`config.mk`:
```
export PLATFORM = sky130hd
export DESIGN_NAME = secded_decodificador_pipe
export DESIGN_NICKNAME = d
export VERILOG_FILES = /design/src/rtl/secded_pkg.sv /design/src/rtl/secded_sindrome.sv /design/src/rtl/secded_decodificador_pipe.sv
export SDC_FILE = /design/constraint.sdc
export NUM_CORES = 1
export LEC_CHECK = 0
export BUFFER_PORTS_ARGS = -buffer_cell sky130_fd_sc_hd__buf_4
export CAP_MARGIN = 20
export CORE_ASPECT_RATIO = 1.25
export CORE_MARGIN = 2
export CORE_UTILIZATION = 52
export CTS_CLUSTER_DIAMETER = 200
export DETAILED_ROUTE_END_ITERATION = 10
export GPL_ROUTABILITY_DRIVEN = 1
export HOLD_SLACK_MARGIN = 0.15
export PLACE_DENSITY = 0.8
export SLEW_MARGIN = 20
export SYNTH_ARGS = -nofsm -noshare
export SYNTH_HDL_FRONTEND = slang
export SYNTH_HIERARCHICAL = 1
export SYNTH_SLANG_ARGS = --single-unit
```
`constraint.sdc`:
```
create_clock -name clk -period 2.1 [get_ports clk]
set_input_delay 0.42 -clock clk [delete_from_list [all_inputs] [get_ports clk]]
set_output_delay 0.42 -clock clk [all_outputs]
set_load 0.02 [all_outputs]
```
`src/rtl/secded_pkg.sv`:
```
// Shared definitions for the Hamming SECDED codec: parity-width sizing,
// codeword position to data index mapping and the error classification.
package secded_pkg;

    typedef enum logic [1:0] {
        SIN_ERROR = 2'd0,
        SIMPLE    = 2'd1,
        DOBLE     = 2'd2
    } err_class_e;

    // Smallest p with 2^p >= data_w + p + 1 (data_w up to 57 needs p = 6).
    function automatic int calc_par_w(input int data_w);
        int res;
        res = 7;
        for (int p = 7; p >= 1; p--) begin
            if ((1 << p) >= data_w + p + 1) begin
                res = p;
            end
        end
        return res;
    endfunction

    function automatic bit is_pow2(input int v);
        return (v > 0) && ((v & (v - 1)) == 0);
    endfunction

    // Data index held at Hamming position pos; -1 for parity positions.
    function automatic int pos_to_idx(input int pos);
        int n_par;
        n_par = 0;
        if (pos <= 0 || is_pow2(pos)) begin
            return -1;
        end
        for (int b = 0; b < 7; b++) begin
            if ((1 << b) < pos) begin
                n_par++;
            end
        end
        return pos - n_par - 1;
    endfunction

endpackage

```
`src/rtl/secded_sindrome.sv`:
```
// Combinational syndrome and overall-parity generator for a SECDED codeword;
// shared between the decoder pipeline and the matching encoder.
module secded_sindrome
    import secded_pkg::*;
#(
    parameter  int DATA_W = 4,
    localparam int PAR_W  = calc_par_w(DATA_W),
    localparam int CW_W   = DATA_W + PAR_W + 1
) (
    input  logic [CW_W-1:0]  codeword,
    output logic [PAR_W-1:0] sindrome,
    output logic             paridad
);

    // NOTE: every variable written in always_comb gets a default first, so no
    // path leaves it unassigned and no latch is inferred.
    always_comb begin
        sindrome = '0;
        for (int p = 1; p < CW_W; p++) begin
            if (codeword[p]) begin
                sindrome = sindrome ^ PAR_W'(p);
            end
        end
        paridad = ^codeword;
    end

endmodule

```
`src/rtl/secded_decodificador_pipe.sv`:
```
// Two-stage SECDED decoder with valid/ready handshake and saturating
// single/double error counters for the display front end.
module secded_decodificador_pipe
    import secded_pkg::*;
#(
    parameter  int DATA_W = 4,
    parameter  int CNT_W  = 8,
    localparam int PAR_W  = calc_par_w(DATA_W),
    localparam int CW_W   = DATA_W + PAR_W + 1
) (
    input  logic              clk,
    input  logic              rst,
    input  logic [CW_W-1:0]   palabra_rx,
    input  logic              valid_in,
    output logic              ready_in,
    output logic [DATA_W-1:0] dato_corr,
    output logic              error_simple,
    output logic              error_doble,
    output logic [PAR_W-1:0]  pos_error,
    output logic              valid_out,
    input  logic              ready_out,
    input  logic              clear_cnt,
    output logic [CNT_W-1:0]  cnt_simple,
    output logic [CNT_W-1:0]  cnt_doble
);

    localparam logic [CNT_W-1:0] CNT_MAX = '1;

    logic [PAR_W-1:0]  sind_rx;
    logic              par_rx;
    logic [DATA_W-1:0] dato_rx;

    logic              s1_valid_d,  s1_valid_q;
    logic [DATA_W-1:0] s1_dato_d,   s1_dato_q;
    logic [PAR_W-1:0]  s1_sind_d,   s1_sind_q;
    logic              s1_par_d,    s1_par_q;

    logic              valid_out_d,    valid_out_q;
    logic [DATA_W-1:0] dato_corr_d,    dato_corr_q;
    logic              error_simple_d, error_simple_q;
    logic              error_doble_d,  error_doble_q;
    logic [PAR_W-1:0]  pos_error_d,    pos_error_q;
    logic [CNT_W-1:0]  cnt_simple_d,   cnt_simple_q;
    logic [CNT_W-1:0]  cnt_doble_d,    cnt_doble_q;

    logic              en;
    logic              handshake;
    logic              flip;
    err_class_e        clase;
    logic [DATA_W-1:0] dato_fix;

    secded_sindrome #(.DATA_W(DATA_W)) u_sindrome (
        .codeword (palabra_rx),
        .sindrome (sind_rx),
        .paridad  (par_rx)
    );

    // Stage 1 keeps only the data field; parity bits are folded into S and P.
    always_comb begin
        dato_rx = '0;
        for (int p = 3; p < CW_W; p++) begin
            if (!is_pow2(p)) begin
                dato_rx[pos_to_idx(p)] = palabra_rx[p];
            end
        end
    end

    always_comb begin
        clase = SIN_ERROR;
        flip  = 1'b0;
        if (s1_par_q) begin
            if (s1_sind_q == '0) begin
                clase = SIMPLE;
            end else if (int'(s1_sind_q) >= CW_W) begin
                clase = DOBLE;
            end else begin
                clase = SIMPLE;
                flip  = 1'b1;
            end
        end else if (s1_sind_q != '0) begin
            clase = DOBLE;
        end

        dato_fix = s1_dato_q;
        for (int p = 3; p < CW_W; p++) begin
            if (!is_pow2(p) && flip && (s1_sind_q == PAR_W'(p))) begin
                dato_fix[pos_to_idx(p)] = ~s1_dato_q[pos_to_idx(p)];
            end
        end
    end

    assign en        = !valid_out_q || ready_out;
    assign handshake = valid_out_q && ready_out;

    always_comb begin
        s1_valid_d     = s1_valid_q;
        s1_dato_d      = s1_dato_q;
        s1_sind_d      = s1_sind_q;
        s1_par_d       = s1_par_q;
        valid_out_d    = valid_out_q;
        dato_corr_d    = dato_corr_q;
        error_simple_d = error_simple_q;
        error_doble_d  = error_doble_q;
        pos_error_d    = pos_error_q;

        if (en) begin
            s1_valid_d     = valid_in;
            s1_dato_d      = dato_rx;
            s1_sind_d      = sind_rx;
            s1_par_d       = par_rx;
            valid_out_d    = s1_valid_q;
            dato_corr_d    = dato_fix;
            error_simple_d = s1_valid_q && (clase == SIMPLE);
            error_doble_d  = s1_valid_q && (clase == DOBLE);
            pos_error_d    = s1_sind_q;
        end
    end

    // Clear has priority over a simultaneous increment.
    always_comb begin
        cnt_simple_d = cnt_simple_q;
        cnt_doble_d  = cnt_doble_q;
        if (clear_cnt) begin
            cnt_simple_d = '0;
            cnt_doble_d  = '0;
        end else if (handshake) begin
            if (error_simple_q && cnt_simple_q != CNT_MAX) begin
                cnt_simple_d = cnt_simple_q + 1'b1;
            end
            if (error_doble_q && cnt_doble_q != CNT_MAX) begin
                cnt_doble_d = cnt_doble_q + 1'b1;
            end
        end
    end

    // NOTE: sequential state uses non-blocking assignments so every flop
    // samples the pre-edge values regardless of statement order.
    always_ff @(posedge clk) begin
        if (rst) begin
            s1_valid_q     <= 1'b0;
            s1_dato_q      <= '0;
            s1_sind_q      <= '0;
            s1_par_q       <= 1'b0;
            valid_out_q    <= 1'b0;
            dato_corr_q    <= '0;
            error_simple_q <= 1'b0;
            error_doble_q  <= 1'b0;
            pos_error_q    <= '0;
            cnt_simple_q   <= '0;
            cnt_doble_q    <= '0;
        end else begin
            s1_valid_q     <= s1_valid_d;
            s1_dato_q      <= s1_dato_d;
            s1_sind_q      <= s1_sind_d;
            s1_par_q       <= s1_par_d;
            valid_out_q    <= valid_out_d;
            dato_corr_q    <= dato_corr_d;
            error_simple_q <= error_simple_d;
            error_doble_q  <= error_doble_d;
            pos_error_q    <= pos_error_d;
            cnt_simple_q   <= cnt_simple_d;
            cnt_doble_q    <= cnt_doble_d;
        end
    end

    assign ready_in     = en;
    assign valid_out    = valid_out_q;
    assign dato_corr    = dato_corr_q;
    assign error_simple = error_simple_q;
    assign error_doble  = error_doble_q;
    assign pos_error    = pos_error_q;
    assign cnt_simple   = cnt_simple_q;
    assign cnt_doble    = cnt_doble_q;

endmodule
```
Word-level counts from Yosys, hierarchy flattened

Cells that the tools add are included.

Add/subtract/negate cells: 17
$lt $le $gt $ge: 8
Equality and inequality tests: 8
Mux-type cells: 50
Bitwise gates (word level): 10
Reductions and logical operators: 21

Operators with widths:

| kind                                                               | number |
|---|---|
| two-way mux 32 bit                                                 | 11 |
| adder 32 x 2 -> 32 bit, second input constant                      | 7 |
| greater-or-equal comparator 32 x 1 -> 1 bit, second input constant | 4 |
| < comparator 32 x 4 -> 1 bit, second input constant                | 4 |
| subtractor 32 x 2 -> 32 bit, second input constant                 | 4 |
| subtractor 4 x 32 -> 32 bit, first input constant                  | 3 |
| subtractor 3 x 32 -> 32 bit, first input constant                  | 1 |
| adder 8 x 1 -> 8 bit, second input constant                        | 2 |
| bitwise mux 4 bit                                                  | 4 |
| two-way mux 4 bit                                                  | 4 |
| inequality test 8 bit, second input constant                       | 2 |
| two-way mux 1 bit                                                  | 15 |
| logical AND 1 bit                                                  | 13 |
| two-way mux 3 bit                                                  | 4 |
| equality test 3 bit, second input constant                         | 3 |
| binary-select mux 1 bit (select 2 bit)                             | 4 |
| demux 1 bit (select 2 bit)                                         | 4 |
| two-way mux 2 bit                                                  | 4 |
| parity 8 bit                                                       | 1 |
| inverter 2 bit                                                     | 3 |
| inverter 1 bit                                                     | 4 |
| AND reduction 2 bit                                                | 2 |
| equality test 3 x 2 -> 1 bit, second input constant                | 1 |
| logical NOT 3 bit                                                  | 1 |
| 8 further kinds                                                    | 9 |

Register bits: 35
Input port bits: 13
Output and inout port bits: 27
Word-level logic and storage cells: 125

Depth between registers and ports, before layout

Depth in word-level cells: 21
Depth in mapped cells: 6
Depth with buffers taken out: 5

Modules after synthesis

The synthesis kept the hierarchy.

Modules (own cells, without submodules):

| module                    | instances | cells an instance | area each (um^2) | seq. area each (um^2) |
|---|---|---|---|---|
| secded_decodificador_pipe | 1         | 175               | 1,519.0          | 700.7 |
| secded_sindrome           | 1         | 11                | 103.8            | 0.0 |

Least setup slack after synthesis

OpenSTA, ideal clock, no wires.

Kind: register to register
Start point: reg cnt_doble_q[0], in the netlist cnt_doble[0]
End point: reg cnt_doble_q[5], in the netlist cnt_doble[5]
Setup time: 70 ps
Data arrival time: 1,712 ps
Data required time: 2,030 ps
Path slack: 318 ps
Cell stages (with the launch flop): 7
Path buffers: 1
Clock period less this slack: 1,782 ps
Cell sequence: dfxtp_1 > ha_1 > and3_4 > a21o_1 > buf_6 > or4_1 > a21oi_1

Longest elaborated chain between the ends: 3
Elaborated cells on any way between the ends: 4
Classes of those cells: add/sub: 1; eq/ne: 1; reduce/logical: 2

Ends and longest elaborated chain:

| item                                                                         | RTL line                         | source |
|---|---|---|
| from (decl)                                                                  | secded_decodificador_pipe.sv:44  | `logic [CNT_W-1:0] cnt_doble_d, cnt_doble_q;` |
| from (signal assigned)                                                       | secded_decodificador_pipe.sv:162 | `cnt_doble_q <= cnt_doble_d;` |
| parallel branches: the longest is 3 deep, another holds adder 8 x 1 -> 8 bit | -                                |  |

Parallel ways; which one is timed is not known.
A chain may end at the register's enable or synchronous reset.

Worst setup path in the final report

Ends and elaborated chain as after synthesis.

==> qor.yml <==
outcome:
  status: "complete, no violations"
layout:
  n_antenna_cell: 0
  area_growth_syn_to_layout_pct: 24.06
  design_area_um2: 2013
  final_cell_count_no_fill: 261
  final_core_util_pct: 68.35
  finish.net_count: 239
  post_route_cells_drive_above_1_share_pct: 24.89
placed_design:
  dpl.cell_count: 253
  dpl_worst_slack_ns: 0.3300
  place_area_um2: 1927
  detailed_place_hpwl_mm: 2.568
  gpl.final_weighted_congestion: 0.8023
  numPortBuffers: 39
synthesis:
  avgSynthCellArea_um2: 8.725
  sequential_cell_area_fraction_in_the_yosys_report_pct: 43.18
  synth.net_count: 201
  postSynthCellCount: 186
  ys.warnings.count: 6
  yosys.area.top_type_share_pct: 43.18
  ys_types: 34
  post_synth_instance_area_um2: 1623
  synthMostInstantiatedCell: "sky130_fd_sc_hd__dfxtp_1"
  synthTopCellsByArea: "sky130_fd_sc_hd__dfxtp_1 (43%), sky130_fd_sc_hd__xnor2_1 (8.6%), sky130_fd_sc_hd__nand2_1 (7.4%)"
  async_sr_flop_fraction_pct: 0
  ys.flop_type: "sky130_fd_sc_hd__dfxtp_1"
  netlist.top_cell.by_area: "sky130_fd_sc_hd__dfxtp_1"
  synth_seq_cells: 35
  top_cells_by_count_synth: "sky130_fd_sc_hd__dfxtp_1 (35), sky130_fd_sc_hd__nand2_1 (32), sky130_fd_sc_hd__nor2_1 (18)"
  synth-edff-count: 0
pwr:
  max-vdd-ir-drop_v: 0.0006027
  power.density_cell_area_nw_per_um2: 695.3
  cellLeakagePower_nw: 0.7866
timing:
  relSlewSlack_pct: 77.35
  achievable_freq_ghz: 0.5510
  report.final.setup_viol: 0
  final.setup_skew_ns: 0.01209
  portion_of_the_clock_cycle_consumed_by_the_worst_path_in_the_final_layout_pct: 86.42
  final_max_slew_viol_count: 0
  setup_slack_ns: 0.2851
  layout_min_cycle_time_ns: 1.815
  grt_setup_unrepaired: "false"
  max_slew.worst_pin.slew_ns: 0.3350
  fin_tns_setup_ns: 0
  finalHoldViolations: 0
clock_tree:
  cts_inserted_buffers: 5
  clk_root_buffer_cell: "sky130_fd_sc_hd__clkbuf_4"
  tritoncts_num_sinks: 35
  clk-insertion-delay-late_ns: 0.34
  cts_hold_buf: 0
  cts_setup_buffers: 0
  ctsLongestPathBuffers: 2
  cts.clk_slew.worst_paths_ns: 0.11
  cts_resizes: 0
  tritoncts: "built"
  cts_max_level: 2
global_route:
  grt_usage_pct: 20.85
  initial_antenna_violation_count: 0
  grt_pass1_wl_mm: 5.499
  grt_max_degree: 22
  via_count_of_the_first_global_routing_pass: 1367
  globalRouteOverflowTotal: 0
floorplanning:
  dieWidth_um: 53.97
  std_cell_rows: 22
  fp.dieH_um: 66.46
  boundaryPins: 40
  floorplan.die_area_um2: 3587
  coreArea_um2: 2945
  initial_core_util_pct: 55.10
worst_hold_path:
  hold_path.class: "input port to flip-flop"
  hold-path-endpoint: "s1_valid_q$_SDFFE_PP0P_"
  min_path_cells: 3
  worstHoldStart: "valid_in"
worst_setup_path:
  reg2reg_to: "cnt_doble[5]$_SDFFE_PP0P_"
  critPathCaptureType: "flip-flop"
  critPathArrivalTime_ns: 2.09
  worstPathBufferInverterCount: 0
  setup.reg_to_reg.worst_slack_ns: 0.29
  timing_worst_setup_path_type: "flip-flop to flip-flop"
  timing.critical_path.slowest_cell_delay_ns: 0.50
  worst_r2r_startpoint: "cnt_doble[0]$_SDFFE_PP0P_"
  cpMaxStageDelayCell: "sky130_fd_sc_hd__or4_1"
  critical_path_peak_fanout: 8
  path_delay_family: "simple AND/OR/NAND/NOR gates"
  r2r.worst_path.cells: 5
  start_kind: "flip-flop"
  path_cells: "ha_1 -> and3_4 -> a21o_1 -> or4_1 -> a21oi_1"
  crit_required_ns: 2.38
detailed_routing:
  wl_per_cell_um: 12.97
  detailroute.via_count: 1447
  ant_nets: 0
  drcViolationCount: 0
  drt_first_iter_violations: 34
  drt_pre_antenna_iters: 5
  finalWirelength_mm: 3.384
  number_of_vias_per_cell: 5.544
flow_run:
  timing.max_cap.violations: 0
layout make-up:
type | instances | area [µm²]
multi-input combinational | 138 | 862.1
inverter | 3 | 11.26
sequential | 35 | 700.7
timing repair buffer | 41 | 307.8
clock buffer | 6 | 51.30
tap | 36 | 45.04
fill | 258 | 932.1
clock inverter | 2 | 35.03
metal layers:
metal	share of wire, %	GRT usage [%]	wire (µm)
met4	2.7	10.26	90
met2	53	39.18	1798
met1	39	19.75	1329
met3	4.9	5.605	166
met5	0	0	0
cell usage in the layout, fill, tap and decap left out, drive strengths merged, types with 2 or more instances in the layout:
cell type	count
a2111oi	2
a211oi	9
a21oi	16
and4	2
buf	41
clkbuf	6
dfxtp	35
ha	2
inv	3
nand2	32
nand3	8
nand4	2
nand4b	3
nor2	18
nor4b	3
o211ai	2
o31ai	2
or4	3
xnor2	16
xor2	8
registers in the layout, indices dropped and copies added, names as in the netlist, 3 cells and up:
name / count
cnt_simple: 8
s1_sind_q: 3
pos_error: 3
cnt_doble: 8
dato_corr: 4
s1_dato_q: 4
kinds of logic (layout without fill, tap and decap cells):
| kind of cell | after synthesis | count (layout) | share of synthesized area (%) |
|---|---|---|---|
| AO/OA/AOI/OAI | 35 | 35 | 14.65 |
| AND/OR/NAND/NOR | 76 | 76 | 22.90 |
| XOR/XNOR | 24 | 24 | 13.42 |
| multiplexers | 1 | 1 | 0.6168 |
| flip-flops | 35 | 35 | 43.18 |
| buffers and inverters | 13 | 52 | 3.700 |
| adder cells (fa/ha/maj) | 2 | 2 | 1.542 |
report_power, final:
group,internal (mW),switching [mW]
Sequential,0.695,0.0335
Combinational,0.0817,0.0878
Clock,0.281,0.220
Total,1.06,0.342
worst max path at each step:
| stage | from | to | slack (ns) | depth (start not counted) |
|---|---|---|---|---|
| after floorplan | cnt_doble[0]$_SDFFE_PP0P_ | cnt_doble[5]$_SDFFE_PP0P_ | 0.32 | 6 |
| after global placement | cnt_doble[0]$_SDFFE_PP0P_ | cnt_doble[5]$_SDFFE_PP0P_ | 0.41 | 5 |
| after detailed placement | cnt_doble[0]$_SDFFE_PP0P_ | cnt_doble[5]$_SDFFE_PP0P_ | 0.33 | 5 |
| after CTS | cnt_doble[0]$_SDFFE_PP0P_ | cnt_doble[5]$_SDFFE_PP0P_ | 0.29 | 5 |
| after global routing | cnt_doble[0]$_SDFFE_PP0P_ | cnt_doble[5]$_SDFFE_PP0P_ | 0.20 | 5 |
| final | cnt_doble[0]$_SDFFE_PP0P_ | cnt_doble[5]$_SDFFE_PP0P_ | 0.29 | 5 |
stage by stage:
step           hold slack (ns)  power [mW]
2_1_floorplan           0.4436      0.8470
3_3_place_gp            0.4460      0.9067
3_5_place_dp            0.4597      0.9140
4_1_cts                 0.3112       1.413
5_1_grt                 0.3292       1.462
6_report                0.3231       1.400
worst min-delay path: cells and delay by family:
kind | cells | cell delay, ns
AOI/OAI and AO/OA | 1 | 0.05
buffers and inverters | 1 | 0.11
and+or+nand+nor | 1 | 0.05
No activity file was read; power rests on OpenSTA's default activity.
